**src/rtl/ysyx_23060025_axi_arbiter.sv**
```systemverilog
// Two-master, one-slave AXI4-Lite arbiter that serialises IFU reads and LSU loads/stores.
// One transaction is in flight at a time, and the granted channels pass straight through.
module ysyx_23060025_axi_arbiter #(
    parameter int DATA_LEN = 32,
    parameter int ADDR_LEN = 32,
    parameter int TIMEOUT  = 255
) (
    input  logic                  clock,
    input  logic                  reset,

    input  logic [ADDR_LEN-1:0]   ifu_addr_r_addr_i,
    input  logic [2:0]            ifu_addr_r_size_i,
    input  logic                  ifu_addr_r_valid_i,
    output logic                  ifu_addr_r_ready_o,
    output logic [DATA_LEN-1:0]   ifu_r_data_o,
    output logic [1:0]            ifu_r_resp_o,
    output logic                  ifu_r_valid_o,
    input  logic                  ifu_r_ready_i,

    input  logic [ADDR_LEN-1:0]   lsu_addr_r_addr_i,
    input  logic [2:0]            lsu_addr_r_size_i,
    input  logic                  lsu_addr_r_valid_i,
    output logic                  lsu_addr_r_ready_o,
    output logic [DATA_LEN-1:0]   lsu_r_data_o,
    output logic [1:0]            lsu_r_resp_o,
    output logic                  lsu_r_valid_o,
    input  logic                  lsu_r_ready_i,

    input  logic [ADDR_LEN-1:0]   lsu_addr_w_addr_i,
    input  logic [2:0]            lsu_addr_w_size_i,
    input  logic                  lsu_addr_w_valid_i,
    output logic                  lsu_addr_w_ready_o,
    input  logic [DATA_LEN-1:0]   lsu_w_data_i,
    input  logic [3:0]            lsu_w_strb_i,
    input  logic                  lsu_w_valid_i,
    output logic                  lsu_w_ready_o,
    output logic [1:0]            lsu_bkwd_resp_o,
    output logic                  lsu_bkwd_valid_o,
    input  logic                  lsu_bkwd_ready_i,

    output logic [ADDR_LEN-1:0]   mem_addr_r_addr_o,
    output logic [2:0]            mem_addr_r_size_o,
    output logic                  mem_addr_r_valid_o,
    input  logic                  mem_addr_r_ready_i,
    input  logic [DATA_LEN-1:0]   mem_r_data_i,
    input  logic [1:0]            mem_r_resp_i,
    input  logic                  mem_r_valid_i,
    output logic                  mem_r_ready_o,

    output logic [ADDR_LEN-1:0]   mem_addr_w_addr_o,
    output logic [2:0]            mem_addr_w_size_o,
    output logic                  mem_addr_w_valid_o,
    input  logic                  mem_addr_w_ready_i,
    output logic [DATA_LEN-1:0]   mem_w_data_o,
    output logic [3:0]            mem_w_strb_o,
    output logic                  mem_w_valid_o,
    input  logic                  mem_w_ready_i,
    input  logic [1:0]            mem_bkwd_resp_i,
    input  logic                  mem_bkwd_valid_i,
    output logic                  mem_bkwd_ready_o,

    output logic [1:0]            grant_o,
    output logic                  err_timeout_o
);

    typedef enum logic [1:0] {
        IDLE  = 2'b00,
        IFU_R = 2'b01,
        LSU_R = 2'b10,
        LSU_W = 2'b11
    } state_t;

    localparam int WD_W = $clog2(TIMEOUT + 1);
    localparam logic [WD_W-1:0] WD_MAX = WD_W'(TIMEOUT);

    state_t          state, state_nxt;
    logic            aw_done, w_done;
    logic [WD_W-1:0] wd_cnt;
    logic            err_q;
    logic            aw_hs, w_hs, b_hs;

    assign aw_hs = mem_addr_w_valid_o & mem_addr_w_ready_i;
    assign w_hs  = mem_w_valid_o & mem_w_ready_i;
    assign b_hs  = mem_bkwd_valid_i & mem_bkwd_ready_o;

    always_ff @(posedge clock) begin
        if (reset) begin
            state   <= IDLE;
            aw_done <= 1'b0;
            w_done  <= 1'b0;
            wd_cnt  <= '0;
            err_q   <= 1'b0;
        end else begin
            state <= state_nxt;
            if (b_hs) begin
                aw_done <= 1'b0;
                w_done  <= 1'b0;
            end else begin
                if (aw_hs) aw_done <= 1'b1;
                if (w_hs)  w_done  <= 1'b1;
            end
            // Saturating watchdog; the flag latches on the edge the count hits TIMEOUT.
            if (state == IDLE) begin
                wd_cnt <= '0;
            end else if (wd_cnt != WD_MAX) begin
                wd_cnt <= wd_cnt + WD_W'(1);
                if (wd_cnt + WD_W'(1) == WD_MAX) err_q <= 1'b1;
            end
        end
    end

    always_comb begin
        state_nxt = state;
        case (state)
            IDLE: begin
                if (lsu_addr_w_valid_i | lsu_w_valid_i) state_nxt = LSU_W;
                else if (lsu_addr_r_valid_i)            state_nxt = LSU_R;
                else if (ifu_addr_r_valid_i)            state_nxt = IFU_R;
            end
            IFU_R: if (mem_r_valid_i & ifu_r_ready_i) state_nxt = IDLE;
            LSU_R: if (mem_r_valid_i & lsu_r_ready_i) state_nxt = IDLE;
            LSU_W: if (mem_bkwd_valid_i & lsu_bkwd_ready_i & aw_done & w_done) state_nxt = IDLE;
            default: state_nxt = IDLE;
        endcase
    end

    assign grant_o       = reset ? 2'b00 : state;
    assign err_timeout_o = err_q & ~reset;

    always_comb begin
        ifu_addr_r_ready_o = 1'b0;
        ifu_r_data_o       = '0;
        ifu_r_resp_o       = 2'b00;
        ifu_r_valid_o      = 1'b0;
        lsu_addr_r_ready_o = 1'b0;
        lsu_r_data_o       = '0;
        lsu_r_resp_o       = 2'b00;
        lsu_r_valid_o      = 1'b0;
        lsu_addr_w_ready_o = 1'b0;
        lsu_w_ready_o      = 1'b0;
        lsu_bkwd_resp_o    = 2'b00;
        lsu_bkwd_valid_o   = 1'b0;
        mem_addr_r_addr_o  = '0;
        mem_addr_r_size_o  = 3'b000;
        mem_addr_r_valid_o = 1'b0;
        mem_r_ready_o      = 1'b0;
        mem_addr_w_addr_o  = '0;
        mem_addr_w_size_o  = 3'b000;
        mem_addr_w_valid_o = 1'b0;
        mem_w_data_o       = '0;
        mem_w_strb_o       = 4'b0000;
        mem_w_valid_o      = 1'b0;
        mem_bkwd_ready_o   = 1'b0;
        if (!reset) begin
            case (state)
                IFU_R: begin
                    mem_addr_r_addr_o  = ifu_addr_r_addr_i;
                    mem_addr_r_size_o  = ifu_addr_r_size_i;
                    mem_addr_r_valid_o = ifu_addr_r_valid_i;
                    ifu_addr_r_ready_o = mem_addr_r_ready_i;
                    ifu_r_data_o       = mem_r_data_i;
                    ifu_r_resp_o       = mem_r_resp_i;
                    ifu_r_valid_o      = mem_r_valid_i;
                    mem_r_ready_o      = ifu_r_ready_i;
                end
                LSU_R: begin
                    mem_addr_r_addr_o  = lsu_addr_r_addr_i;
                    mem_addr_r_size_o  = lsu_addr_r_size_i;
                    mem_addr_r_valid_o = lsu_addr_r_valid_i;
                    lsu_addr_r_ready_o = mem_addr_r_ready_i;
                    lsu_r_data_o       = mem_r_data_i;
                    lsu_r_resp_o       = mem_r_resp_i;
                    lsu_r_valid_o      = mem_r_valid_i;
                    mem_r_ready_o      = lsu_r_ready_i;
                end
                LSU_W: begin
                    // AW and W each complete once; the B channel opens only after both.
                    mem_addr_w_addr_o  = lsu_addr_w_addr_i;
                    mem_addr_w_size_o  = lsu_addr_w_size_i;
                    mem_addr_w_valid_o = lsu_addr_w_valid_i & ~aw_done;
                    lsu_addr_w_ready_o = mem_addr_w_ready_i & ~aw_done;
                    mem_w_data_o       = lsu_w_data_i;
                    mem_w_strb_o       = lsu_w_strb_i;
                    mem_w_valid_o      = lsu_w_valid_i & ~w_done;
                    lsu_w_ready_o      = mem_w_ready_i & ~w_done;
                    lsu_bkwd_resp_o    = mem_bkwd_resp_i;
                    lsu_bkwd_valid_o   = mem_bkwd_valid_i & aw_done & w_done;
                    mem_bkwd_ready_o   = lsu_bkwd_ready_i & aw_done & w_done;
                end
                default: ;
            endcase
        end
    end

endmodule

```
**config.mk**
```make
export PLATFORM = sky130hd
export DESIGN_NAME = ysyx_23060025_axi_arbiter
export DESIGN_NICKNAME = d
export VERILOG_FILES = /design/src/rtl/ysyx_23060025_axi_arbiter.sv
export SDC_FILE = /design/constraint.sdc
export NUM_CORES = 1
export LEC_CHECK = 0
export CORE_AREA = 2 2 148 150
export CTS_CLUSTER_DIAMETER = 100
export DETAILED_ROUTE_END_ITERATION = 16
export DIE_AREA = 0 0 150 152
export PLACE_DENSITY = 0.52
export SYNTH_ARGS = -nofsm -noshare
export SYNTH_HDL_FRONTEND = slang
export SYNTH_SLANG_ARGS = --single-unit
```
**constraint.sdc**
```tcl
create_clock -name clock -period 2.6 [get_ports clock]
set_input_delay 0.26 -clock clock [delete_from_list [all_inputs] [get_ports clock]]
set_output_delay 0.26 -clock clock [all_outputs]
set_load 0.02 [all_outputs]
```
==> impl_results.md <==
- Worst rel slew slack: 0.734
- Vias in the first global route: around 3800
- Clock sink count: 13
- Avg Cell Area, Syn: 6.50 µm²
- CTS tree: yes
- Initial antenna violation count: 0
- Status: complete, no violations
- Core area: ~21000 µm²
- Root Driver: clkbuf_16
- Placed insts: between 900 and 1000
- Setup TNS Final: 0 ns
- Yosys cell types: 38
- Lkg Pwr: 2.51 nW
- Final setup skew: between 0.007 and 0.008 ns
- Number of routed nets with antenna violations: 0
- Fin. Hold Viols: 0
- Worst path slowest cell: clkdlybuf4s50_1
- PortBufs: 381
- Initial DRC Count: approximately 110
- Area Growth Syn to Fin: 187%
- DRC Markers: 0
- Rows: 54
- Nets: approximately 920
- Die Footprint: roughly 23000 µm²
- Gr usage total: 0.128
- Setup ws final: 0.137 ns
- Worst-Margin Slew: between 0.3 and 0.4 ns
- Buf+Inv Stages, Crit Path: 3
- M1 GR Usage: 0.145
- Share of cells above drive strength 1: 0.0319
- Startpoint Class: flop
- Number of buffers created by CTS: 3
- Antenna Cells: 0
- Hold Path Class: reg2reg
- Reg clk slew, reported paths: ~0.050 ns
- 1st-pass router iterations: 4
- WL/cell: 16.1 µm
- Gpl congestion: about 0.77
- Critical path arrival: approximately 2.2 ns
- Initial Util: 0.108
- Crit Path Category: reg2out
- Post-synthesis net count: 553
- Ys Warns: 0
- Setup violators final: 0
- Gr ovfl total: 0
- Die W: around 150 µm
- IO Pins: 382
- Post-synthesis sequential area ratio: 0.113
- Max Cap Violations: 0
- Largest net degree at the start of global routing: between 70 and 80
- H-tree depth: 1
- Pwr dens: 430 nW/µm²
- Worst-path fanout max: 36
- Post-layout util: 0.310
- CTS Buffer Depth: 2
- Post-Route WL: 16.1 mm
- Worst-path cell chain: inv_1 > ha_1 > nor2b_2 > buf_12 > and2_1 > clkdlybuf4s50_1
- Die H: ~150 µm
- CP Capture Type: output pin
- Slew Viols, Final: 0
- Pre-CTS setup slack: around 0.24 ns
- Final worst path period share: 0.947
- Layer with the highest usage: met2
- CTS Hold Bufs: 0
- M2 GR Usage: 0.237
- Worst path top cell family by delay: buffers and inverters
- Fin cells: 1000
- Vias: 3833
- Count of state elements after synthesis: 13
- Mapped cell area: roughly 2300 µm²
- Max Freq: a little over 400 MHz
- CP max stage delay: approximately 0.64 ns
- Worst VDD drop: between 300 and 400 µV
- Minimum clock period: ~2.5 ns
- Dpl hpwl: about 13 mm
- Worst-Skew Late Latency: roughly 0.25 ns
- Cells after Synth: about 360
- RSZ-0062 raised after global routing: no
- Global-route wire length before repair: 22.8 mm
- WP data required: 2.34 ns
- Vias per cell: 3.83
- Met3 usage in global routing: 0.0423
metal layers:
layer | wire (µm) | share of wire
met1 | 6170 | 0.38
met2 | 7930 | 0.49
met3 | 1790 | 0.11
met4 | 181 | 0.011
met5 | 0 | 0
cells by family (layout without fill, tap and decap cells):
| kind of cell | count (synthesis) | after routing | synth area share |
|---|---|---|---|
| buffers and inverters | 38 | 403 | 0.0645 |
| and+or+nand+nor | 235 | 235 | 0.579 |
| DFF | 13 | 13 | 0.113 |
| xor gates and xnor gates | 5 | 5 | 0.0190 |
| adders and majority gates | 7 | 7 | 0.0379 |
| AOI/OAI and AO/OA | 57 | 57 | 0.187 |
power breakdown:
part	internal (W)	switching [W]	total (W)
Combinational	0.00114	0.00116	0.00229
Sequential	0.000224	0.0000315	0.000255
Clock	0.000205	0.0000931	0.000298
Total	0.00157	0.00128	0.00285
worst paths after layout:
path                          startpoint                endpoint  slack [ns]  depth (start not counted)
hold / removal    wd_cnt[7]$_SDFFE_PP0P_  wd_cnt[7]$_SDFFE_PP0P_        0.55                          2
hold reg to reg   wd_cnt[7]$_SDFFE_PP0P_  wd_cnt[7]$_SDFFE_PP0P_        0.55                          2
setup reg to reg  wd_cnt[1]$_SDFFE_PP0P_  wd_cnt[1]$_SDFFE_PP0P_        0.87                          5
setup / recovery   state[0]$_SDFFE_PP0P_        lsu_r_data_o[28]        0.14                          6
synth_stat cells:
| cell | count | area, µm² |
|---|---|---|
| nand4_1 | 1 | 6.26 |
| or2_1 | 1 | 6.26 |
| buf_2 | 2 | 10.0 |
| nor3b_1 | 4 | 30.0 |
| nor2b_1 | 3 | 18.8 |
| o31ai_1 | 1 | 7.51 |
| o32ai_1 | 1 | 8.76 |
| a222oi_1 | 1 | 10.0 |
| o2111ai_1 | 1 | 8.76 |
| nor3_1 | 10 | 50.1 |
| xor2_1 | 1 | 8.76 |
| a211oi_1 | 1 | 7.51 |
| nand2b_1 | 6 | 37.5 |
| or3_1 | 1 | 6.26 |
| o21ai_0 | 1 | 5.00 |
| nand4_2 | 1 | 12.5 |
| inv_1 | 8 | 30.0 |
| nand3_1 | 5 | 25.0 |
| clkbuf_1 | 23 | 86.3 |
| o32ai_2 | 1 | 16.3 |
| a21boi_2 | 1 | 11.3 |
| nor3_2 | 1 | 10.0 |
| dfxtp_1 | 13 | 260 |
| and2_1 | 145 | 907 |
| a211oi_2 | 1 | 12.5 |
| o21a_1 | 2 | 15.0 |
| nor4_1 | 1 | 6.26 |
| a22oi_1 | 37 | 278 |
| buf_1 | 4 | 15.0 |
| a21o_1 | 1 | 7.51 |
| buf_4 | 1 | 7.51 |
| nand2_1 | 7 | 26.3 |
| xnor2_1 | 4 | 35.0 |
| ha_1 | 7 | 87.6 |
| a21oi_1 | 5 | 25.0 |
| nor2_1 | 47 | 176 |
| a31oi_1 | 3 | 18.8 |
| and4_1 | 2 | 17.5 |
what timing repair did:
item                       4_1_cts  5_1_grt
hold endpoints to repair         0        0
setup endpoints to repair        0       19
gates resized for setup          0       10
setup buffers                    0        0
placed cells by master (no fill, tap or decap), types with 2 or more instances in the layout:
master and count:
nor3b_1 4, inv_1 8, and4_1 2, o21a_1 2
clkbuf_16 4, a21oi_1 5, dfxtp_1 13, xnor2_1 4
clkdlybuf4s50_1 372, nor3_1 10, ha_1 6, nand2_1 7
a31oi_1 3, nand3_1 5, nor2_1 46, nand2b_1 6
and2_1 145, nor2b_2 2, buf_12 5, a22oi_1 37
dlymetal6s2s_1 9, buf_4 4
state kept, by name (all words and copies together) (netlist names):
| name | count |
|---|---|
| w_done | 1 |
| aw_done | 1 |
| wd_cnt | 8 |
| err_q | 1 |
| state | 2 |
worst min-delay path: cells and delay by family, from the launching register on:
family / cells / cell delay, ns
simple gates: 1 / 0.05
flops: 1 / 0.33
compound gates: 1 / 0.12
final cells by class:
class	count	area [µm²]
Multi-Input combinational cell	304	1910
Tap cell	280	350
Timing Repair Buffer	391	3990
Fill cell	2282	14700
Clock inverter	1	5.00
Inverter	8	30.0
Sequential cell	13	260
Clock buffer	3	75.1
per-stage QoR:
step	area, µm²	total power (W)	hold WS (ns)
2_1_floorplan	2310	0.00139	0.463
3_3_place_gp	6500	0.00259	0.543
3_5_place_dp	6500	0.00256	0.541
4_1_cts	6580	0.00287	0.549
5_1_grt	6630	0.00304	0.570
6_report	6630	0.00285	0.549
(Power assumes the default switching activity.)
